$ cat config.mk
export PLATFORM = sky130hd
export DESIGN_NAME = bus_nxm_flat
export DESIGN_NICKNAME = d
export VERILOG_FILES = /design/src/rtl/bus_nxm_if.sv /design/src/rtl/bus_nxm.sv /design/src/flat_wrapper.sv
export SDC_FILE = /design/constraint.sdc
export NUM_CORES = 1
export LEC_CHECK = 0
export CELL_PAD_IN_SITES_DETAIL_PLACEMENT = 2
export CELL_PAD_IN_SITES_GLOBAL_PLACEMENT = 2
export CORE_AREA = 2 2 139 141
export CTS_CLUSTER_SIZE = 40
export DETAILED_ROUTE_END_ITERATION = 8
export DIE_AREA = 0 0 141 143
export GPL_ROUTABILITY_DRIVEN = 1
export GPL_TIMING_DRIVEN = 0
export PLACE_DENSITY_LB_ADDON = 0.1
export SYNTH_ARGS = -nofsm -noshare
export SYNTH_HDL_FRONTEND = slang
export SYNTH_SLANG_ARGS = --single-unit
export TNS_END_PERCENT = 10
$ cat constraint.sdc
create_clock -name clk -period 4.65 [get_ports clk]
set_clock_uncertainty 0.1 [all_clocks]
set_input_delay 0.6975 -clock clk [delete_from_list [all_inputs] [get_ports clk]]
set_output_delay 0.6975 -clock clk [all_outputs]
set_load 0.01 [all_outputs]
$ cat src/rtl/bus_nxm_if.sv
// Shared bus bundle for the N-master / M-slave interconnect.
// master : the request side (drives requests, address, write data)
// slave  : the target side (sees select/address/write data, returns read data)
// fabric : the interconnect itself
interface bus_nxm_if #(
  parameter int NUM_MASTERS = 2,
  parameter int NUM_SLAVES  = 5,
  parameter int ADDR_W      = 16,
  parameter int DATA_W      = 32
);
  logic [NUM_MASTERS-1:0]        m_req;
  logic [NUM_MASTERS-1:0]        m_wr;
  logic [NUM_MASTERS*ADDR_W-1:0] m_address;
  logic [NUM_MASTERS*DATA_W-1:0] m_dout;
  logic [NUM_SLAVES*DATA_W-1:0]  s_dout;
  logic [NUM_MASTERS-1:0]        m_grant;
  logic [DATA_W-1:0]             m_din;
  logic [NUM_SLAVES-1:0]         s_sel;
  logic                          s_wr;
  logic [ADDR_W-1:0]             s_address;
  logic [DATA_W-1:0]             s_din;
  logic                          decode_err;

  modport master (
    output m_req, m_wr, m_address, m_dout,
    input  m_grant, m_din, decode_err
  );

  modport slave (
    input  s_sel, s_wr, s_address, s_din,
    output s_dout
  );

  modport fabric (
    input  m_req, m_wr, m_address, m_dout, s_dout,
    output m_grant, m_din, s_sel, s_wr, s_address, s_din, decode_err
  );
endinterface

$ cat src/rtl/bus_nxm.sv
// Round-robin N-master / M-slave shared bus with optional hold limit,
// address-based slave decode and a one-cycle registered read return path.
module bus_nxm #(
  parameter int NUM_MASTERS = 2,
  parameter int NUM_SLAVES  = 5,
  parameter int ADDR_W      = 16,
  parameter int DATA_W      = 32,
  parameter int SLAVE_SHIFT = 8,
  parameter int MAX_HOLD    = 0
) (
  input  logic      clk,
  input  logic      reset,
  bus_nxm_if.fabric bus
);

  localparam int LW  = (NUM_MASTERS > 1) ? $clog2(NUM_MASTERS) : 1;
  localparam int LW1 = LW + 1;
  localparam int SW  = (NUM_SLAVES > 1) ? $clog2(NUM_SLAVES) : 1;
  localparam int HW  = (MAX_HOLD > 0) ? $clog2(MAX_HOLD + 1) : 1;
  localparam logic [LW-1:0] LAST_RST = LW'(NUM_MASTERS - 1);

  // Next master index in ring order.
  function automatic logic [LW-1:0] wrap_inc(input logic [LW-1:0] idx);
    logic [LW-1:0] res;
    if (idx == LW'(NUM_MASTERS - 1)) res = {LW{1'b0}};
    else                             res = idx + LW'(1);
    return res;
  endfunction

  // First requesting master at or after start, wrapping around the ring.
  function automatic logic [LW-1:0] rr_pick(input logic [NUM_MASTERS-1:0] req,
                                            input logic [LW-1:0]          start);
    logic [LW-1:0]  win;
    logic [LW1-1:0] pos;
    win = start;
    for (int i = NUM_MASTERS - 1; i >= 0; i--) begin
      pos = {1'b0, start} + LW1'(i);
      if (pos >= LW1'(NUM_MASTERS)) pos = pos - LW1'(NUM_MASTERS);
      else                          pos = pos;
      if (req[pos[LW-1:0]]) win = pos[LW-1:0];
      else                  win = win;
    end
    return win;
  endfunction

  // Index of the set bit of a one-hot vector (0 when empty).
  function automatic logic [LW-1:0] oh_enc(input logic [NUM_MASTERS-1:0] oh);
    logic [LW-1:0] idx;
    idx = {LW{1'b0}};
    for (int i = 0; i < NUM_MASTERS; i++) begin
      if (oh[i]) idx = LW'(i);
      else       idx = idx;
    end
    return idx;
  endfunction

  logic [NUM_MASTERS-1:0] grant_r, grant_nxt_s;
  logic [LW-1:0]          last_r, last_nxt_s;
  logic [HW-1:0]          hold_r, hold_nxt_s;
  logic                   rd_valid_r;
  logic [SW-1:0]          rd_idx_r;

  logic [LW-1:0]     owner_s, start_s, pick_s;
  logic              any_grant_s, own_req_s, other_req_s, hold_done_s;
  logic [ADDR_W-1:0] s_address_s, slv_idx_s;
  logic [DATA_W-1:0] s_din_s, m_din_s;
  logic              s_wr_s, in_range_s;
  logic [NUM_SLAVES-1:0] s_sel_s;

  assign owner_s     = oh_enc(grant_r);
  assign any_grant_s = |grant_r;
  assign own_req_s   = |(bus.m_req & grant_r);
  assign other_req_s = |(bus.m_req & ~grant_r);
  assign hold_done_s = (MAX_HOLD > 0) && (hold_r == HW'(MAX_HOLD));
  // Search begins just past the owner, or past the last owner when idle.
  assign start_s     = any_grant_s ? wrap_inc(owner_s) : wrap_inc(last_r);
  assign pick_s      = rr_pick(bus.m_req, start_s);

  // Arbitration: keep, hand over, or go idle; track hold length.
  always_comb begin
    grant_nxt_s = grant_r;
    last_nxt_s  = last_r;
    hold_nxt_s  = hold_r;
    if (!any_grant_s || !own_req_s || (hold_done_s && other_req_s)) begin
      if (|bus.m_req) begin
        grant_nxt_s         = {NUM_MASTERS{1'b0}};
        grant_nxt_s[pick_s] = 1'b1;
        last_nxt_s          = pick_s;
      end else begin
        grant_nxt_s = {NUM_MASTERS{1'b0}};
      end
    end else begin
      grant_nxt_s = grant_r;
    end

    if (grant_nxt_s == {NUM_MASTERS{1'b0}}) begin
      hold_nxt_s = {HW{1'b0}};
    end else if (grant_nxt_s != grant_r) begin
      hold_nxt_s = HW'(1);
    end else if (hold_r < HW'(MAX_HOLD)) begin
      hold_nxt_s = hold_r + HW'(1);
    end else begin
      hold_nxt_s = hold_r;
    end
  end

  // Steer the granted master onto the slave side; zero when nobody owns the bus.
  always_comb begin
    s_address_s = {ADDR_W{1'b0}};
    s_din_s     = {DATA_W{1'b0}};
    s_wr_s      = 1'b0;
    for (int i = 0; i < NUM_MASTERS; i++) begin
      if (grant_r[i]) begin
        s_address_s = bus.m_address[i*ADDR_W +: ADDR_W];
        s_din_s     = bus.m_dout[i*DATA_W +: DATA_W];
        s_wr_s      = bus.m_wr[i];
      end else begin
        s_wr_s = s_wr_s;
      end
    end
  end

  assign slv_idx_s  = s_address_s >> SLAVE_SHIFT;
  assign in_range_s = slv_idx_s < ADDR_W'(NUM_SLAVES);

  // Decode the slave select from the granted address.
  always_comb begin
    s_sel_s = {NUM_SLAVES{1'b0}};
    for (int k = 0; k < NUM_SLAVES; k++) begin
      if (any_grant_s && in_range_s && (slv_idx_s == ADDR_W'(k))) s_sel_s[k] = 1'b1;
      else                                                         s_sel_s[k] = 1'b0;
    end
  end

  // Return data of the slave selected in the previous cycle.
  always_comb begin
    m_din_s = {DATA_W{1'b0}};
    for (int k = 0; k < NUM_SLAVES; k++) begin
      if (rd_valid_r && (rd_idx_r == SW'(k))) m_din_s = bus.s_dout[k*DATA_W +: DATA_W];
      else                                    m_din_s = m_din_s;
    end
  end

  // State registers: grant, round-robin pointer, hold counter, read select.
  always_ff @(posedge clk) begin
    if (reset) begin
      grant_r    <= {NUM_MASTERS{1'b0}};
      last_r     <= LAST_RST;
      hold_r     <= {HW{1'b0}};
      rd_valid_r <= 1'b0;
      rd_idx_r   <= {SW{1'b0}};
    end else begin
      grant_r    <= grant_nxt_s;
      last_r     <= last_nxt_s;
      hold_r     <= hold_nxt_s;
      rd_valid_r <= any_grant_s && in_range_s;
      rd_idx_r   <= slv_idx_s[SW-1:0];
    end
  end

  assign bus.m_grant    = grant_r;
  assign bus.s_address  = s_address_s;
  assign bus.s_din      = s_din_s;
  assign bus.s_wr       = s_wr_s;
  assign bus.s_sel      = s_sel_s;
  assign bus.decode_err = any_grant_s && !in_range_s;
  assign bus.m_din      = m_din_s;

endmodule

$ cat src/flat_wrapper.sv
// flat-port wrapper written by rule: the top's interface ports become plain ports
module bus_nxm_flat 
#(
  parameter int NUM_MASTERS = 2,
  parameter int NUM_SLAVES  = 5,
  parameter int ADDR_W      = 16,
  parameter int DATA_W      = 32,
  parameter int SLAVE_SHIFT = 8,
  parameter int MAX_HOLD    = 0
)
  (clk, reset, bus_m_req, bus_m_wr, bus_m_address, bus_m_dout, bus_s_dout, bus_m_grant, bus_m_din, bus_s_sel, bus_s_wr, bus_s_address, bus_s_din, bus_decode_err);
  bus_nxm_if #(.NUM_MASTERS(NUM_MASTERS), .NUM_SLAVES(NUM_SLAVES), .ADDR_W(ADDR_W), .DATA_W(DATA_W)) bus_i ();
  input  logic clk;
  input  logic reset;
  input wire logic [$bits(bus_i.m_req)-1:0] bus_m_req;
  input wire logic [$bits(bus_i.m_wr)-1:0] bus_m_wr;
  input wire logic [$bits(bus_i.m_address)-1:0] bus_m_address;
  input wire logic [$bits(bus_i.m_dout)-1:0] bus_m_dout;
  input wire logic [$bits(bus_i.s_dout)-1:0] bus_s_dout;
  output wire logic [$bits(bus_i.m_grant)-1:0] bus_m_grant;
  output wire logic [$bits(bus_i.m_din)-1:0] bus_m_din;
  output wire logic [$bits(bus_i.s_sel)-1:0] bus_s_sel;
  output wire logic [$bits(bus_i.s_wr)-1:0] bus_s_wr;
  output wire logic [$bits(bus_i.s_address)-1:0] bus_s_address;
  output wire logic [$bits(bus_i.s_din)-1:0] bus_s_din;
  output wire logic [$bits(bus_i.decode_err)-1:0] bus_decode_err;
  assign bus_i.m_req = bus_m_req;
  assign bus_i.m_wr = bus_m_wr;
  assign bus_i.m_address = bus_m_address;
  assign bus_i.m_dout = bus_m_dout;
  assign bus_i.s_dout = bus_s_dout;
  assign bus_m_grant = bus_i.m_grant;
  assign bus_m_din = bus_i.m_din;
  assign bus_s_sel = bus_i.s_sel;
  assign bus_s_wr = bus_i.s_wr;
  assign bus_s_address = bus_i.s_address;
  assign bus_s_din = bus_i.s_din;
  assign bus_decode_err = bus_i.decode_err;
  bus_nxm #(.NUM_MASTERS(NUM_MASTERS), .NUM_SLAVES(NUM_SLAVES), .ADDR_W(ADDR_W), .DATA_W(DATA_W), .SLAVE_SHIFT(SLAVE_SHIFT), .MAX_HOLD(MAX_HOLD)) u_core (.clk(clk), .reset(reset), .bus(bus_i));
endmodule
==> impl_metrics.tcl <==
set metrics [dict create \
    p_leak_uw 0.00196 \
    worstPathArrival_ns 2.96 \
    track_usage_pct 17.0 \
    drt-total-wl_um 18700 \
    drv_slew 0 \
    initial_core_util_pct 9.83 \
    postSynthCellCount 275 \
    routedWlPerCell_um 21.7 \
    critPathMaxFanout 4 \
    yosysWarningCount 0 \
    grt-ovfl-total 0 \
    final_nets 892 \
    ctsResizeCount 0 \
    final_core_util_pct 30.7 \
    io_buffer_count 350 \
    worstHoldPathType "reg -> reg" \
    rr_worst_depth 5 \
    place.gp.congestion 0.784 \
    final.min_clock_period_ns 3.76 \
    synth_area_um2 1830 \
    synth-simple-area-share_pct 18.1 \
    critPathMaxStageDelay_ns 0.60 \
    io_pins 351 \
    tns_ns 0 \
    die_area_um2 20200 \
    final.period_utilization_pct 80.8 \
    drc_errors 0 \
    layout-drive-gt1-share_pct 2.54 \
    clk_latency_ns 0.23 \
    finalHoldViolations 0 \
    synth_seq_cells 7 \
    cts_buffer_depth 2 \
    peakVddDrop_uv 72.3 \
    num-fill-cells 2133 \
    rsz0062_at_grt "no" \
    cts_sinks 7 \
    area_delta_synth_final_pct 212 \
    post-dp-hpwl_um 16100 \
    busiest_layer "met2" \
    synthXorXnorAreaFrac_pct 0 \
    critical_path.endpoint "bus_s_sel[3]" \
    critPathLaunchType "input port" \
    crit_chain "clkdlybuf4s50_1, o41ai_1, o21ai_0, or3b_4, nor4_1, clkdlybuf4s50_1" \
    crit_buf_inv 2 \
    synth_top_family_by_area "compound AO/OA/AOI/OAI gates" \
    synth_mux_area_share_pct 0 \
    grtUsageMet3_pct 5.10 \
    r2r_end "u_core.bus.m_grant[1]" \
    die_h_um 143 \
    crit_required_ns 3.85 \
    reg2reg_slack_ns 2.77 \
    clkSlewWorstSetupHoldPaths_ns 0.04 \
    vias 3915 \
    multi_input_area_um2 1500 \
    worstMarginPinSlew_ns 0.690 \
    grt_antenna_before_repair 0 \
    std_cell_rows 50 \
    routed_via_density 4.54 \
    p_per_area_nw_per_um2 129 \
    cts_tree "built" \
    grtUsageMet1_pct 17.4 \
    insertedDiodeCount 0 \
    holdBufCountCts 0 \
    synth-compound-area-share_pct 63.8 \
    antenna_left 0 \
    timing.rr.start "u_core.bus.m_grant[1]" \
    status "complete, no violations" \
    grt_max_degree 11 \
    critPathCaptureType "output port" \
    crit_top_cell "clkdlybuf4s50_1" \
    ys_types 34 \
    synth-seq-area-share_pct 7.67 \
    die_w_um 141 \
    startpoint "bus_m_address[29]" \
    first_pass_iters 4 \
    path_delay_family "buffers and inverters" \
    drv_cap 0 \
    grt_first_pass_wirelength_um 26500 \
    final_common_cell "clkdlybuf4s50_1" \
    cp_num_cells 6 \
    grtUsageMet2_pct 34.6 \
    synth.net_count 537 \
    setup_viol 0 \
    layout_common_cells "350 x clkdlybuf4s50_1, 46 x a22o_1, 41 x nand2_1" \
    path_class "in -> out" \
    slowest_stage "clkdlybuf4s50_1" \
    core_um2 18600 \
    cts-buffers-inserted 3 \
    fmax_mhz 266 \
    drt_iter0_drc 61 \
    synthAdderAreaFrac_pct 0 \
    slew_headroom_pct 53.6 \
    grt_pass1_vias 4309 \
    regArea_um2 140 \
    post-cts-setup-buffers 0 \
    clock-root-buffer "clkbuf_16" \
    syn_area_per_cell_um2 6.64 \
    htreeDepth 1 \
]
worst min path at each step:
stage                     cells past startpoint            end           from
final                                         3  u_core.last_r  u_core.last_r
after global routing                          3  u_core.last_r  u_core.last_r
after CTS                                     3  u_core.last_r  u_core.last_r
after detailed placement                      3  u_core.last_r  u_core.last_r
after global placement                        3  u_core.last_r  u_core.last_r
after floorplan                               3  u_core.last_r  u_core.last_r
per-layer routing:
layer / vias to the layer above / wire length [um]
met5: - / 0
li1: 1833 / -
met3: 6 / 1700
met1: 1861 / 6780
met2: 215 / 10200
met4: 0 / 82
Yosys cell counts (all sizes together):
library cell | n | area [um^2]
a31oi | 32 | 200
nand3b | 1 | 7.51
buf | 13 | 92.6
o22ai | 32 | 200
nor2 | 6 | 22.5
a22oi | 35 | 263
clkbuf | 21 | 78.8
or3 | 1 | 6.26
nor3 | 3 | 15.0
or2b | 1 | 7.51
o32ai | 1 | 8.76
nand2b | 2 | 20.0
o32a | 1 | 10.0
a21oi | 2 | 10.0
nor3b | 1 | 12.5
o41ai | 1 | 8.76
inv | 5 | 18.8
and2 | 1 | 6.26
a21o | 2 | 15.0
nand2 | 41 | 154
or2 | 2 | 12.5
a22o | 46 | 403
nor4 | 4 | 25.0
o211ai | 1 | 7.51
nor2b | 2 | 12.5
o21ai | 8 | 40.0
nand4b | 1 | 8.76
or3b | 2 | 20.0
dfxtp | 7 | 140
worst reg2reg max path, delay by kind of cell, from the launching register on:
kind | cells | cell delay, ns
AO/OA/AOI/OAI | 1 | 0.16
AND/OR/NAND/NOR | 1 | 0.12
buffers and inverters | 3 | 1.12
flip-flops | 1 | 0.32
where the power goes:
group	internal (uW)	switching, uW
clock network	114	32.8
logic	343	178
registers	64.7	3.93
total	521	215
cell families after synthesis:
group / Yosys count
AOI/OAI and AO/OA: 161
and+or+nand+nor: 68
DFF: 7
buffers and inverters: 39
cell type report:
type	count	area share [%]
buffer	34	3.01
clock buffer	4	1.38
inverter	5	0.329
multi-input combinational	229	26.2
sequential	7	2.46
tap	234	5.13
timing repair buffer	350	61.4
flip-flops by register name, indices dropped and copies added (netlist names):
register            cells
u_core.rd_valid_r       1
u_core.rd_idx_r         3
u_core.last_r           1
u_core.bus.m_grant      2
stage by stage:
step           total power (uW)  hold slack (ns)  cells  setup slack (ns)  instance area [um^2]
5_1_grt                     776            0.575    863             0.744                  5700
4_1_cts                     749            0.522    863             0.856                  5700
2_1_floorplan               207            0.441    275              1.96                  1830
3_5_place_dp                597            0.501    859             0.879                  5620
3_3_place_gp                590            0.478    859             0.858                  5620
6_report                    736            0.527    863             0.892                  5700
No activity file was read; power rests on OpenSTA's default activity.
